File: config.mk
export PLATFORM = sky130hd
export DESIGN_NAME = controlador_cache
export DESIGN_NICKNAME = d
export VERILOG_FILES = /design/src/rtl/controlador_cache.sv
export SDC_FILE = /design/constraint.sdc
export NUM_CORES = 1
export LEC_CHECK = 0
export ABC_AREA = 0
export CAP_MARGIN = 5
export CELL_PAD_IN_SITES_DETAIL_PLACEMENT = 0
export CELL_PAD_IN_SITES_GLOBAL_PLACEMENT = 2
export CORE_MARGIN = 1.5
export CORE_UTILIZATION = 33
export CTS_BUF_LIST = sky130_fd_sc_hd__clkbuf_8
export DETAILED_ROUTE_END_ITERATION = 10
export HOLD_SLACK_MARGIN = 0.12
export PLACE_DENSITY_LB_ADDON = 0.1
export SYNTH_ARGS = -nofsm -noshare
export SYNTH_HDL_FRONTEND = slang
export SYNTH_SLANG_ARGS = --single-unit
File: constraint.sdc
create_clock -name clock -period 4.3 [get_ports clock]
set_input_delay 0.86 -clock clock [delete_from_list [all_inputs] [get_ports clock]]
set_output_delay 0.86 -clock clock [all_outputs]
set_load 0.05 [all_outputs]
File: src/rtl/controlador_cache.sv
// Sequencing controller for a 2-way set-associative write-back cache: one CPU request at a time, probe, then writeback/fetch/fill on a miss.
// Latency: hit 3 cycles, clean miss 4 + fetch wait, dirty miss 5 + writeback wait + fetch wait (cycles counted from the request cycle to the ack cycle).
// Backpressure: cpu_req is only sampled in IDLE; mem_req is held until mem_ack or until TIMEOUT cycles pass, which aborts the request with cpu_err.
//
// Ports:
//   clock, reset          - rising-edge clock, async active-low reset
//   cpu_*                 - CPU request (req/wr/addr/wdata) and response (ack/rdata/hit/err)
//   c_*                   - cache probe (lookup/addr -> hit/rdata/victim info) and update (write/fill)
//   mem_*                 - backing-memory req/ack handshake for writeback and fetch
//   n_hit, n_miss, n_wb   - saturating statistics counters
module controlador_cache #(
  parameter int ADDR_W  = 4,
  parameter int IDX_W   = 2,
  parameter int DATA_W  = 8,
  parameter int CNT_W   = 8,
  parameter int TIMEOUT = 15
) (
  input  logic                    clock,
  input  logic                    reset,
  input  logic                    cpu_req,
  input  logic                    cpu_wr,
  input  logic [ADDR_W-1:0]       cpu_addr,
  input  logic [DATA_W-1:0]       cpu_wdata,
  output logic                    cpu_ack,
  output logic [DATA_W-1:0]       cpu_rdata,
  output logic                    cpu_hit,
  output logic                    cpu_err,
  output logic                    c_lookup,
  output logic [ADDR_W-1:0]       c_addr,
  input  logic                    c_hit,
  input  logic [DATA_W-1:0]       c_rdata,
  input  logic                    c_vdirty,
  input  logic [ADDR_W-IDX_W-1:0] c_vtag,
  input  logic [DATA_W-1:0]       c_vdata,
  output logic                    c_write,
  output logic                    c_fill,
  output logic                    c_fill_dirty,
  output logic [DATA_W-1:0]       c_wdata,
  output logic                    mem_req,
  output logic                    mem_we,
  output logic [ADDR_W-1:0]       mem_addr,
  output logic [DATA_W-1:0]       mem_wdata,
  input  logic                    mem_ack,
  input  logic [DATA_W-1:0]       mem_rdata,
  output logic [CNT_W-1:0]        n_hit,
  output logic [CNT_W-1:0]        n_miss,
  output logic [CNT_W-1:0]        n_wb
);

  localparam int TMO_W = $clog2(TIMEOUT + 1);

  typedef enum logic [2:0] {
    S_IDLE, S_LOOKUP, S_WRITEBACK, S_FETCH, S_FILL, S_RESPOND
  } state_t;

  state_t r_state, w_state_nxt;

  logic                r_wr;
  logic [ADDR_W-1:0]   r_addr;
  logic [DATA_W-1:0]   r_wdata;
  logic [DATA_W-1:0]   r_c_wdata;
  logic                r_c_write;
  logic                r_cpu_ack, r_cpu_hit, r_cpu_err;
  logic [DATA_W-1:0]   r_cpu_rdata;
  logic                r_mem_req, r_mem_we;
  logic [ADDR_W-1:0]   r_mem_addr;
  logic [DATA_W-1:0]   r_mem_wdata;
  logic [TMO_W-1:0]    r_tmo;
  logic [CNT_W-1:0]    r_n_hit, r_n_miss, r_n_wb;

  logic w_mem_done;
  logic w_tmo;

  // An ack is only honoured while the request is actually up, so the one-cycle
  // gap between writeback and fetch cannot complete the fetch early.
  assign w_mem_done = r_mem_req & mem_ack;
  // Ack in the last allowed cycle wins over the timeout.
  assign w_tmo      = r_mem_req & ~mem_ack & (r_tmo == TMO_W'(TIMEOUT - 1));

  always_ff @(posedge clock or negedge reset) begin
    if (!reset) r_state <= S_IDLE;
    else        r_state <= w_state_nxt;
  end

  always_comb begin
    w_state_nxt = r_state;
    unique case (r_state)
      S_IDLE:      if (cpu_req) w_state_nxt = S_LOOKUP;
      S_LOOKUP:    if (c_hit)         w_state_nxt = S_RESPOND;
                   else if (c_vdirty) w_state_nxt = S_WRITEBACK;
                   else               w_state_nxt = S_FETCH;
      S_WRITEBACK: if (w_mem_done)    w_state_nxt = S_FETCH;
                   else if (w_tmo)    w_state_nxt = S_IDLE;
      S_FETCH:     if (w_mem_done)    w_state_nxt = S_FILL;
                   else if (w_tmo)    w_state_nxt = S_IDLE;
      S_FILL:      w_state_nxt = S_RESPOND;
      S_RESPOND:   w_state_nxt = S_IDLE;
      default:     w_state_nxt = S_IDLE;
    endcase
  end

  always_ff @(posedge clock or negedge reset) begin
    if (!reset) begin
      r_wr        <= 1'b0;
      r_addr      <= '0;
      r_wdata     <= '0;
      r_c_wdata   <= '0;
      r_c_write   <= 1'b0;
      r_cpu_ack   <= 1'b0;
      r_cpu_hit   <= 1'b0;
      r_cpu_err   <= 1'b0;
      r_cpu_rdata <= '0;
      r_mem_req   <= 1'b0;
      r_mem_we    <= 1'b0;
      r_mem_addr  <= '0;
      r_mem_wdata <= '0;
      r_tmo       <= '0;
      r_n_hit     <= '0;
      r_n_miss    <= '0;
      r_n_wb      <= '0;
    end else begin
      r_cpu_ack <= 1'b0;
      r_c_write <= 1'b0;
      case (r_state)
        S_IDLE: begin
          if (cpu_req) begin
            r_addr  <= cpu_addr;
            r_wr    <= cpu_wr;
            r_wdata <= cpu_wdata;
          end
        end
        S_LOOKUP: begin
          r_tmo <= '0;
          if (c_hit) begin
            // Ack is registered so it is high during RESPOND; c_write also lands
            // in RESPOND so it never overlaps c_lookup.
            r_cpu_ack   <= 1'b1;
            r_cpu_hit   <= 1'b1;
            r_cpu_err   <= 1'b0;
            r_cpu_rdata <= r_wr ? r_wdata : c_rdata;
            if (r_wr) begin
              r_c_write <= 1'b1;
              r_c_wdata <= r_wdata;
            end
            if (r_n_hit != {CNT_W{1'b1}}) r_n_hit <= r_n_hit + CNT_W'(1);
          end else begin
            if (r_n_miss != {CNT_W{1'b1}}) r_n_miss <= r_n_miss + CNT_W'(1);
            r_mem_req <= 1'b1;
            if (c_vdirty) begin
              r_mem_we    <= 1'b1;
              r_mem_addr  <= {c_vtag, r_addr[IDX_W-1:0]};
              r_mem_wdata <= c_vdata;
            end else begin
              r_mem_we   <= 1'b0;
              r_mem_addr <= r_addr;
            end
          end
        end
        S_WRITEBACK, S_FETCH: begin
          if (!r_mem_req) begin
            // Gap cycle after a writeback: raise the fetch request now.
            r_mem_req <= 1'b1;
          end else if (mem_ack) begin
            r_mem_req <= 1'b0;
            r_tmo     <= '0;
            if (r_state == S_WRITEBACK) begin
              if (r_n_wb != {CNT_W{1'b1}}) r_n_wb <= r_n_wb + CNT_W'(1);
              r_mem_we   <= 1'b0;
              r_mem_addr <= r_addr;
            end else begin
              // Write-allocate: a write miss fills with the CPU data, not memory's.
              r_c_wdata <= r_wr ? r_wdata : mem_rdata;
            end
          end else if (w_tmo) begin
            r_mem_req <= 1'b0;
            r_cpu_ack <= 1'b1;
            r_cpu_hit <= 1'b0;
            r_cpu_err <= 1'b1;
          end else begin
            r_tmo <= r_tmo + TMO_W'(1);
          end
        end
        S_FILL: begin
          r_cpu_ack   <= 1'b1;
          r_cpu_hit   <= 1'b0;
          r_cpu_err   <= 1'b0;
          r_cpu_rdata <= r_c_wdata;
        end
        default: ;
      endcase
    end
  end

  assign cpu_ack      = r_cpu_ack;
  assign cpu_rdata    = r_cpu_rdata;
  assign cpu_hit      = r_cpu_hit;
  assign cpu_err      = r_cpu_err;
  assign c_lookup     = (r_state == S_LOOKUP);
  assign c_addr       = r_addr;
  assign c_write      = r_c_write;
  assign c_fill       = (r_state == S_FILL);
  assign c_fill_dirty = (r_state == S_FILL) & r_wr;
  assign c_wdata      = r_c_wdata;
  assign mem_req      = r_mem_req;
  assign mem_we       = r_mem_we;
  assign mem_addr     = r_mem_addr;
  assign mem_wdata    = r_mem_wdata;
  assign n_hit        = r_n_hit;
  assign n_miss       = r_n_miss;
  assign n_wb         = r_n_wb;

endmodule

# After elaboration in Yosys (flattened, before gate mapping)
# Index checks and enable logic that the tools add are counted.
[classes]
n_addsub = 4
bitwise = 6
muxes = 56
reduce_logical = 16
n_eq_ne = 19
[op_table]
columns = ["operator", "count"]
rows = [
  ["$mux W8", 8],
  ["$mux W4", 8],
  ["$pmux W8 S2", 2],
  ["$mux W1", 25],
  ["$add A8 B1 Y8 const B", 3],
  ["$ne A8 B8 Y1 const B", 3],
  ["$ne A2 B2 Y1 const B", 8],
  ["$pmux W4 S2", 2],
  ["$mux W3", 5],
  ["$pmux W3 S5", 1],
  ["$reduce_and A5 Y1", 3],
  ["$reduce_and A3 Y1", 4],
  ["$pmux W1 S3", 3],
  ["$eq A3 B2 Y1 const B", 2],
  ["$reduce_and A2 Y1", 3],
  ["$reduce_and A6 Y1", 1],
  ["$add A4 B1 Y4 const B", 1],
  ["$and A1 B1 Y1", 4],
  ["$eq A4 B4 Y1 const B", 1],
  ["$ne A2 B1 Y1 const B", 2],
  ["$pmux W1 S2", 2],
  ["$reduce_bool A2 Y1", 2],
  ["$eq A3 B1 Y1 const B", 1],
  ["$eq A3 B3 Y1 const B", 1],
  ["5 further kinds", 6],
]
[totals]
wordCells = 119
register_bits = 78
output_inout_bits = 65

# Depth between registers and ports, before layout
# Gate-level depths: netlist of run 1.
[logic_depth]
depth_word = 7
depth_mapped = 7
ltp_nobuf = 6

# Worst setup path after synthesis of run 1
# Ideal clock, no wire load.
[synth_timing]
path_type = "register to output"
startpoint = "register r_state[1]"
endpoint = "output port c_fill_dirty"
arrival_ps = 1479
t_required_ps = 3440
path_stages_with_launch = 5
slack_ps = 1961
cell_sequence = "dfrtp_1 > buf_6 > buf_2 > nor3b_2 > and2_1"
[synth_between]
elab_chain_len = 2
[synth_lines]
columns = ["element", "line_no", "rtl"]
rows = [
  ["start, declared", "56", "state_t r_state, w_state_nxt;"],
  ["start signal, assigned", "82", "else r_state <= w_state_nxt;"],
  ["$eq A3 B3 Y1", "202", "assign c_fill_dirty = (r_state == S_FILL) & r_wr;"],
  ["$and A1 B1 Y1", "202", ""],
  ["end, declared", "37", "output logic c_fill_dirty,"],
]
# Every way passes these cells.

# Worst setup path in the final report of run 1
[layout_timing]
startpoint = "register r_state[2]"
endpoint = "output port c_fill_dirty"
# The elaborated chain is that of the path after synthesis.

==> flow_summary.toml, run 1 <==
[run_status]
outcome = "complete, no violations"

[power]
power_density_mw_per_mm2 = 786.4
ir_worst_vdd_mv = 0.3901
p_leak_uw = 0.002165

[timing]
slew_headroom_pct = 30.76
period_minus_slack_ns = 3.449
tightest_slew_ns = 1.039
whs_ns = 0.5003
slew_violations = 0
setup_viol = 0
finalCritPeriodShare_pct = 80.21
fin_ws_ns = 0.8512
fin_skew_ns = 0.005825
rsz0062_at_grt = "false"
timing.setup.tns_ns = 0
hold_violations = 0
fmax_ghz = 0.2900

[die]
fp.dieW_microns = 109.8
coreArea_sq_mm = 0.01098
rows = 38
initial_core_util_pct = 34.29
die_area_sq_mm = 0.01206
pin_count = 110
die_h_microns = 109.8

[route]
drtPass1Iterations = 4
wl_per_cell_microns = 15.29
drc_errors = 0
first_iter_violations = 151
num_vias = 2902
drtAntennaViolNets = 0
viasPerCell = 4.894
drt_wl_total_microns = 9065

[synth]
syn_area_per_cell_sq_um = 11.18
yosys_warnings = 0
ys_types = 52
async_flop_share_pct = 100.0
ys_seq_area_share_pct = 51.83
syn_inst = 337
synthFlopType = "dfrtp_1"
synth-seq-cells = 78
synth_edf_count = 0
netlist_area_sq_mm = 0.003766
synth_nets = 387

[global_route]
antenna_found_initial = 0
grt_usage_pct = 15.61
grt.overflow.total = 0
grt_max_degree = 79
grt_pass1_wl_microns = 14180
grt_pass1_vias = 2780

[cts]
cts_resized = 0
holdBufCountCts = 0
htree_levels = 3
clock_sinks = 78
clk_latency_ns = 0.36
cts.path.max_buffers = 2
cts_tree = "done"
post_cts_buffers = 0
cts_made_buffers = 9
path_clk_slew_ns = 0.08
cts_root_buf = "clkbuf_8"

[finish]
design_area_sq_mm = 0.005176
n_fill_cell = 1062
drive_gt1_share_pct = 13.02
ff_latch_area_sq_mm = 0.001952
syn_to_final_growth_pct = 37.44
diodes = 0
final_nets = 498
multiInputGateArea_sq_mm = 0.001712
final_cell_mix = "108 x clkdlybuf4s50_1, 78 x dfrtp_1, 30 x nor2_1, 28 x a21oi_1, 27 x mux2_2"
final_common_cell = "clkdlybuf4s50_1"

[worst_hold_path]
min_path_cells = 1
hold_path.class = "flip-flop to flip-flop"
hp-start = "mem_addr[0]"
hold_path_end = "mem_addr[0]"

[setup_path]
cp_cell_sequence = "nor3b_2, and2_1, clkdlybuf4s50_1"
critical_path_required_ns = 3.44
worstPathArrival_ns = 2.59
worstSetupPathType = "flip-flop to output pin"
cpPeakStageDelay_ns = 0.79
reg2reg_depth = 2
ff2ff_setup_slack_ns = 2.10
critPathLaunchType = "flip-flop"
startpoint = "r_state[2]"
reg2reg_from = "r_state[1]"
path_depth = 3
crit_path_end_kind = "output pin"
timing.rr.end = "r_wdata[4]"
cp_slowest_cell = "clkdlybuf4s50_1"
crit_family = "buffers and inverters"
path_max_fanout = 14
cp_num_buf_inv = 1

[place]
dp_hpwl_microns = 6307
io_buffers = 109
dpl_cell_area_sq_mm = 0.004976
place_ws_ns = 1.232
place.gp.congestion = 0.7402

[run]
max-cap-violations = 0
worst max path at each step:
stage / endpoint / slack, ns
finish: c_fill_dirty / 0.85
global route: c_fill_dirty / 0.69
CTS: c_fill_dirty / 0.79
detailed placement: c_fill_dirty / 1.23
global placement: c_fill_dirty / 1.23
floorplan: c_fill_dirty / 1.96
kinds of logic after synthesis:
family / Yosys count / synth area share, %
and+or+nand+nor: 114 / 16.94
AOI/OAI and AO/OA: 57 / 8.837
adders and majority gates: 5 / 1.661
DFF: 78 / 51.83
buffers and inverters: 19 / 2.724
muxes: 55 / 15.91
xor gates and xnor gates: 9 / 2.093
sequential cells by signal (all words and copies together) (netlist names), 8 cells and up:
name	cells
cpu_rdata	8
n_miss	8
c_wdata	8
mem_wdata	8
n_wb	8
n_hit	8
r_wdata	8
routing by layer:
layer	vias up	wire length (microns)	global-route usage, %
li1	1414	-	-
met1	1387	4281	21.33
met2	90	4040	22.63
met3	11	600	4.446
met4	0	143	7.328
met5	-	0	0
cells in the mapped netlist (3+ instances only):
| library cell | count | share of area, % |
|---|---|---|
| a21oi_1 | 28 | 3.7 |
| nand2_1 | 26 | 2.6 |
| mux2_1 | 12 | 3.6 |
| nand4_1 | 6 | 1.0 |
| and3_1 | 3 | 0.50 |
| inv_1 | 7 | 0.70 |
| buf_2 | 7 | 0.93 |
| mux2_2 | 27 | 8.1 |
| ha_1 | 5 | 1.7 |
| a22o_1 | 3 | 0.70 |
| nor3_1 | 5 | 0.66 |
| xnor2_1 | 4 | 0.93 |
| nor2_1 | 30 | 3.0 |
| or2_2 | 3 | 0.50 |
| mux2i_1 | 16 | 4.3 |
| o21ai_0 | 11 | 1.5 |
| xor2_1 | 5 | 1.2 |
| o21ai_1 | 3 | 0.40 |
| dfrtp_1 | 78 | 52 |
| nand2b_1 | 8 | 1.3 |
| nand3_1 | 10 | 1.3 |
final cells by class:
cell class                 count  area share (%)
clock inverter                 5          0.9427
multi-input combinational    240           33.07
inverter                       7          0.5076
timing repair buffer         112           21.46
sequential                    78           37.71
clock buffer                  11           2.925
tap                          140           3.384
per-stage QoR:
stage / utilization, % / cells / power (uW)
floorplan: - / 337 / 2815
global placement: 45.31 / 577 / 3523
detailed placement: 45.31 / 577 / 3542
CTS: 47.13 / 593 / 4124
global route: 47.13 / 593 / 4313
finish: 47.13 / 593 / 4071
report_power, final:
| part | internal, uW | switching [uW] | leakage, uW |
|---|---|---|---|
| clock network | 295 | 272 | 0.000110 |
| logic | 829 | 1350 | 0.00110 |
| registers | 1030 | 294 | 0.000955 |
| total | 2150 | 1920 | 0.00216 |
(Power assumes the default switching activity.)
==> run 2, diff against run 1 <==
- CORE_UTILIZATION: 33 -> 28
- clock period: 4.3 -> 2.8 ns (I/O delays scaled with it)
==> run 2 against run 1 <==
Flip-flop and latch count unchanged. Core utilization decreased by 7.1 points. Power up 54%. Clock-buffer cell count up 1. Global-route usage down 1.4 points. Largest cell class unchanged.
==> flow_summary.toml, run 2 (synthesis results as in run 1) <==
[setup_path]
startpoint = "mem_req"
cpPeakStageDelay_ns = 0.88
cp_cell_sequence = "clkdlybuf4s50_1"
path_max_fanout = 11
crit_family = "buffers and inverters"
reg2reg_depth = 4
worstPathArrival_ns = 1.84
worstSetupPathType = "flip-flop to output pin"
critPathLaunchType = "flip-flop"
reg2reg_from = "r_state[1]"
critical_path_required_ns = 2.24
path_depth = 1
crit_path_end_kind = "output pin"
cp_slowest_cell = "clkdlybuf4s50_1"
cp_num_buf_inv = 1

[route]
drt_wl_total_microns = 9620
wl_per_cell_microns = 15.17
drtPass1Iterations = 4
viasPerCell = 4.629
drc_errors = 0
drtAntennaViolNets = 0
num_vias = 2935
first_iter_violations = 151

[power]
power_density_mw_per_mm2 = 1187
ir_worst_vdd_mv = 0.6209
p_leak_uw = 0.002195
total_power_uw = 6264

[timing]
timing.setup.tns_ns = 0
hold_violations = 0
setup_viol = 0
fin_skew_ns = 0.01352
finalCritPeriodShare_pct = 85.56
slew_headroom_pct = 48.59
tightest_slew_ns = 0.7711
fmax_ghz = 0.4174
whs_ns = 0.1687
period_minus_slack_ns = 2.396
rsz0062_at_grt = "false"
slew_violations = 0

[run_status]
outcome = "complete, no violations"

[cts]
cts_made_buffers = 9
path_clk_slew_ns = 0.09
cts_resized = 0
htree_levels = 3
clock_sinks = 78
cts.path.max_buffers = 2
cts_tree = "done"
holdBufCountCts = 0
post_cts_buffers = 0
clk_latency_ns = 0.37
cts_root_buf = "clkbuf_8"

[die]
rows = 42
die_area_sq_mm = 0.01416
initial_core_util_pct = 28.55
die_h_microns = 119.0
fp.dieW_microns = 119.0
coreArea_sq_mm = 0.01319
pin_count = 110

[finish]
diodes = 0
n_fill_cell = 1336
drive_gt1_share_pct = 14.63
final_nets = 503
instances_no_fill = 634
final_common_cell = "clkdlybuf4s50_1"
syn_to_final_growth_pct = 40.07
ff_latch_area_sq_mm = 0.001952
final_cell_mix = "105 x clkdlybuf4s50_1, 78 x dfrtp_1, 30 x nor2_1, 28 x a21oi_1, 27 x mux2_2"
utilization_pct = 39.99
multiInputGateArea_sq_mm = 0.001712

[global_route]
grt_usage_pct = 14.20
grt.overflow.total = 0
antenna_found_initial = 0
grt_pass1_vias = 2942
grt_pass1_wl_microns = 15430
grt_max_degree = 42

[place]
io_buffers = 109
placed_cells = 618
dp_hpwl_microns = 6905
place.gp.congestion = 0.7257

[run]
max-cap-violations = 0

[worst_hold_path]
hold_path.class = "input port to asynchronous set/reset pin"
-- run 2: changes by cell type in the layout (fill, tap and decap cells not counted) --
cell	previous run	this run
buf_12	0	3
buf_4	4	9
bufinv_16	1	0
clkbuf_8	11	12
clkdlybuf4s50_1	108	105
clkinv_2	3	2
clkinvlp_4	0	1
-- run 2: final timing paths --
kind	to	slack, ns
setup / recovery	mem_req	0.40
hold / removal	r_state[0]	0.17
setup reg to reg	n_miss[7]	0.77
hold reg to reg	mem_addr[1]	0.50
max in group asynchronous	mem_wdata[6]	2.02
min in group clock	mem_addr[1]	0.50
-- run 2: cell type report --
type / instances / area share (%)
repair buffers: 117 / 22.34
inverters: 7 / 0.4981
clock inverters: 4 / 0.4032
clock buffers: 12 / 3.131
flip-flops and latches: 78 / 37.00
multi-input cells: 240 / 32.45
well taps: 176 / 4.175
-- run 2: metal layers --
metal	routed length, microns	GRT usage [%]	up-vias
met4	174	5.120	0
met5	0	0	-
met3	650	5.747	12
li1	-	-	1437
met2	4514	22.78	78
met1	4280	17.22	1408
-- run 2: through the flow --
stage / instance area [sq um] / setup slack [ns]
finish: 5275 / 0.4043
global route: 5275 / 0.3083
CTS: 5275 / 0.3975
detailed placement: 5089 / 0.3346
global placement: 5089 / 0.3806
floorplan: 3766 / 0.6534
-- run 2: report_power, final --
group	leakage (uW)	total, uW	switching (uW)	internal (uW)
combinational	0.00114	3430	2120	1310
sequential	0.000955	2020	445	1580
clock	0.0000996	809	420	389
==> run 3, diff against run 2 <==
--- a/config.mk
+++ b/config.mk
@@ -11,2 +11,3 @@
 export CELL_PAD_IN_SITES_GLOBAL_PLACEMENT = 2
+export CORE_ASPECT_RATIO = 1.5
 export CORE_MARGIN = 1.5
@@ -16,3 +17,3 @@
 export HOLD_SLACK_MARGIN = 0.12
-export PLACE_DENSITY_LB_ADDON = 0.1
+export PLACE_DENSITY_LB_ADDON = 0.05
 export SYNTH_ARGS = -nofsm -noshare
--- a/constraint.sdc
+++ b/constraint.sdc
@@ -3,2 +3,2 @@
 set_output_delay 0.56 -clock clock [all_outputs]
-set_load 0.05 [all_outputs]
+set_load 0.005 [all_outputs]
==> run 3 against run 2 <==
First-iteration DRC count shrank 31%. Cell count shrank 2.1%. Fmax shrank 4.1%. Largest cell class unchanged. Sequential power shrank 2%. Power shrank 18%. Cell area grew 0.36%.
==> flow_summary.toml, run 3 (synthesis results as in run 1) <==
[power]
power_density_mw_per_mm2 = 974.8
netSwitchingFraction_pct = 34.07
p_switching_uw = 1758
ir_worst_vdd_mv = 0.3369
intPower_uw = 3402
p_leak_uw = 0.002215
p_seq_share_pct = 38.2
power.share.clock_pct = 18.2
p_comb_share_pct = 43.6

[run]
max-cap-violations = 0

[global_route]
grt.overflow.total = 0
grt_max_degree = 51
grt_pass1_wl_microns = 16540
grt_pass1_vias = 3160
antenna_found_initial = 0
grt_usage_pct = 14.86

[place]
dp_hpwl_microns = 7420
io_buffers = 109
dpl_cell_area_sq_mm = 0.005080
place.gp.congestion = 0.7533

[die]
die_h_microns = 145.0
die_area_sq_mm = 0.01417
pin_count = 110
coreArea_sq_mm = 0.01308
rows = 51
initial_core_util_pct = 28.79
fp.dieW_microns = 97.70

[timing]
finalCritPeriodShare_pct = 89.18
setup_viol = 0
timing.setup.tns_ns = 0
tightest_slew_ns = 0.5483
slew_violations = 0
period_minus_slack_ns = 2.497
rsz0062_at_grt = "false"
slew_headroom_pct = 63.29
fin_skew_ns = 0.01082
fmax_ghz = 0.4005
hold_violations = 0

[route]
drtAntennaViolNets = 0
wl_met3_microns = 516
first_iter_violations = 104
viasPerCell = 4.808
drt_wl_total_microns = 10190
drtPass1Iterations = 4
wl_per_cell_microns = 16.41
num_vias = 2986
wl_met2_microns = 5577
drc_errors = 0
met1_length_microns = 3967
top_layer = "met4"

[setup_path]
path_max_fanout = 13
cp_cell_sequence = "nor3b_2, buf_4, and2_1, clkdlybuf4s50_1"
critPathLaunchType = "flip-flop"
crit_family = "buffers and inverters"
worstPathArrival_ns = 1.94
cpPeakStageDelay_ns = 0.53
cp_slowest_cell = "clkdlybuf4s50_1"
worstSetupPathType = "flip-flop to output pin"
cp_num_buf_inv = 2
crit_path_end_kind = "output pin"
critical_path_required_ns = 2.24

[cts]
clock_sinks = 78
cts.path.max_buffers = 2
cts_root_buf = "clkbuf_8"
cts_made_buffers = 9
path_clk_slew_ns = 0.09
cts_resized = 0
holdBufCountCts = 0
htree_levels = 3
post_cts_buffers = 0
clk_latency_ns = 0.36
cts_tree = "done"

[finish]
final_nets = 507
n_fill_cell = 1297
diodes = 0
design_area_sq_mm = 0.005294
drive_gt1_share_pct = 14.72
syn_to_final_growth_pct = 40.56
utilization_pct = 40.47
final_cell_mix = "108 x clkdlybuf4s50_1, 78 x dfrtp_1, 30 x nor2_1, 28 x a21oi_1, 27 x mux2_2"
final_common_cell = "clkdlybuf4s50_1"

[run_status]
outcome = "complete, no violations"

[worst_hold_path]
hold_path.class = "input port to asynchronous set/reset pin"
-- run 3: cell count changes in the layout (fill, tap and decap cells not counted) --
| cell | before | now |
|---|---|---|
| buf_12 | 3 | 1 |
| buf_4 | 9 | 12 |
| bufinv_16 | 0 | 2 |
| clkbuf_8 | 12 | 9 |
| clkdlybuf4s50_1 | 105 | 108 |
| clkinv_4 | 0 | 1 |
-- run 3: cell type report --
class,count,area [sq um],area share [%]
clock buffers,9,123.9,2.340
clock inverters,7,90.09,1.702
inverters,7,26.28,0.4963
multi-input cells,240,1712,32.33
flip-flops and latches,78,1952,36.87
well taps,159,198.9,3.758
repair buffers,121,1191,22.50
-- run 3: path summary, 6_finish.rpt --
path	start	endpoint	slack, ns	depth (start not counted)
hold / removal	reset	n_hit[7]	0.13	1
min in group clock	mem_addr[1]	mem_addr[1]	0.50	1
hold reg to reg	mem_addr[1]	mem_addr[1]	0.50	1
setup reg to reg	r_state[1]	n_miss[7]	0.94	5
setup / recovery	r_state[0]	c_fill_dirty	0.30	4
max in group asynchronous	reset	mem_we	2.04	2
-- run 3: worst register-to-register path, cell delays in order, from the launching register on --
cell and delay [ns]:
dfrtp_1 0.40, buf_4 0.22, nor4b_4 0.45, nand4_1 0.21, nor2_1 0.15, mux2_1 0.33
-- run 3: metal layers --
| layer | up-vias | global-route usage [%] |
|---|---|---|
| met3 | 7 | 4.287 |
| met5 | - | 0 |
| met2 | 73 | 26.91 |
| li1 | 1434 | - |
| met1 | 1472 | 16.55 |
| met4 | 0 | 4.714 |
-- run 3: power groups by stage --
stage                     Combinational (uW)  Sequential, uW  Clock, uW
after floorplan                         1140            1940          0
after global placement                  2270            2000          0
after detailed placement                2290            2000          0
after CTS                               2300            1980        977
after global routing                    2470            2050       1020
final                                   2250            1970        941
-- run 3: per-stage QoR --
stage | hold WS (ns) | total power (uW) | std cells | setup WS, ns
6_report | 0.1258 | 5160 | 621 | 0.3029
4_1_cts | 0.1284 | 5262 | 621 | 0.2502
2_1_floorplan | 0.2644 | 3081 | 337 | 0.9979
3_3_place_gp | 0.4670 | 4266 | 605 | 0.3667
3_5_place_dp | 0.4912 | 4287 | 605 | 0.3588
5_1_grt | 0.1294 | 5538 | 621 | 0.1879
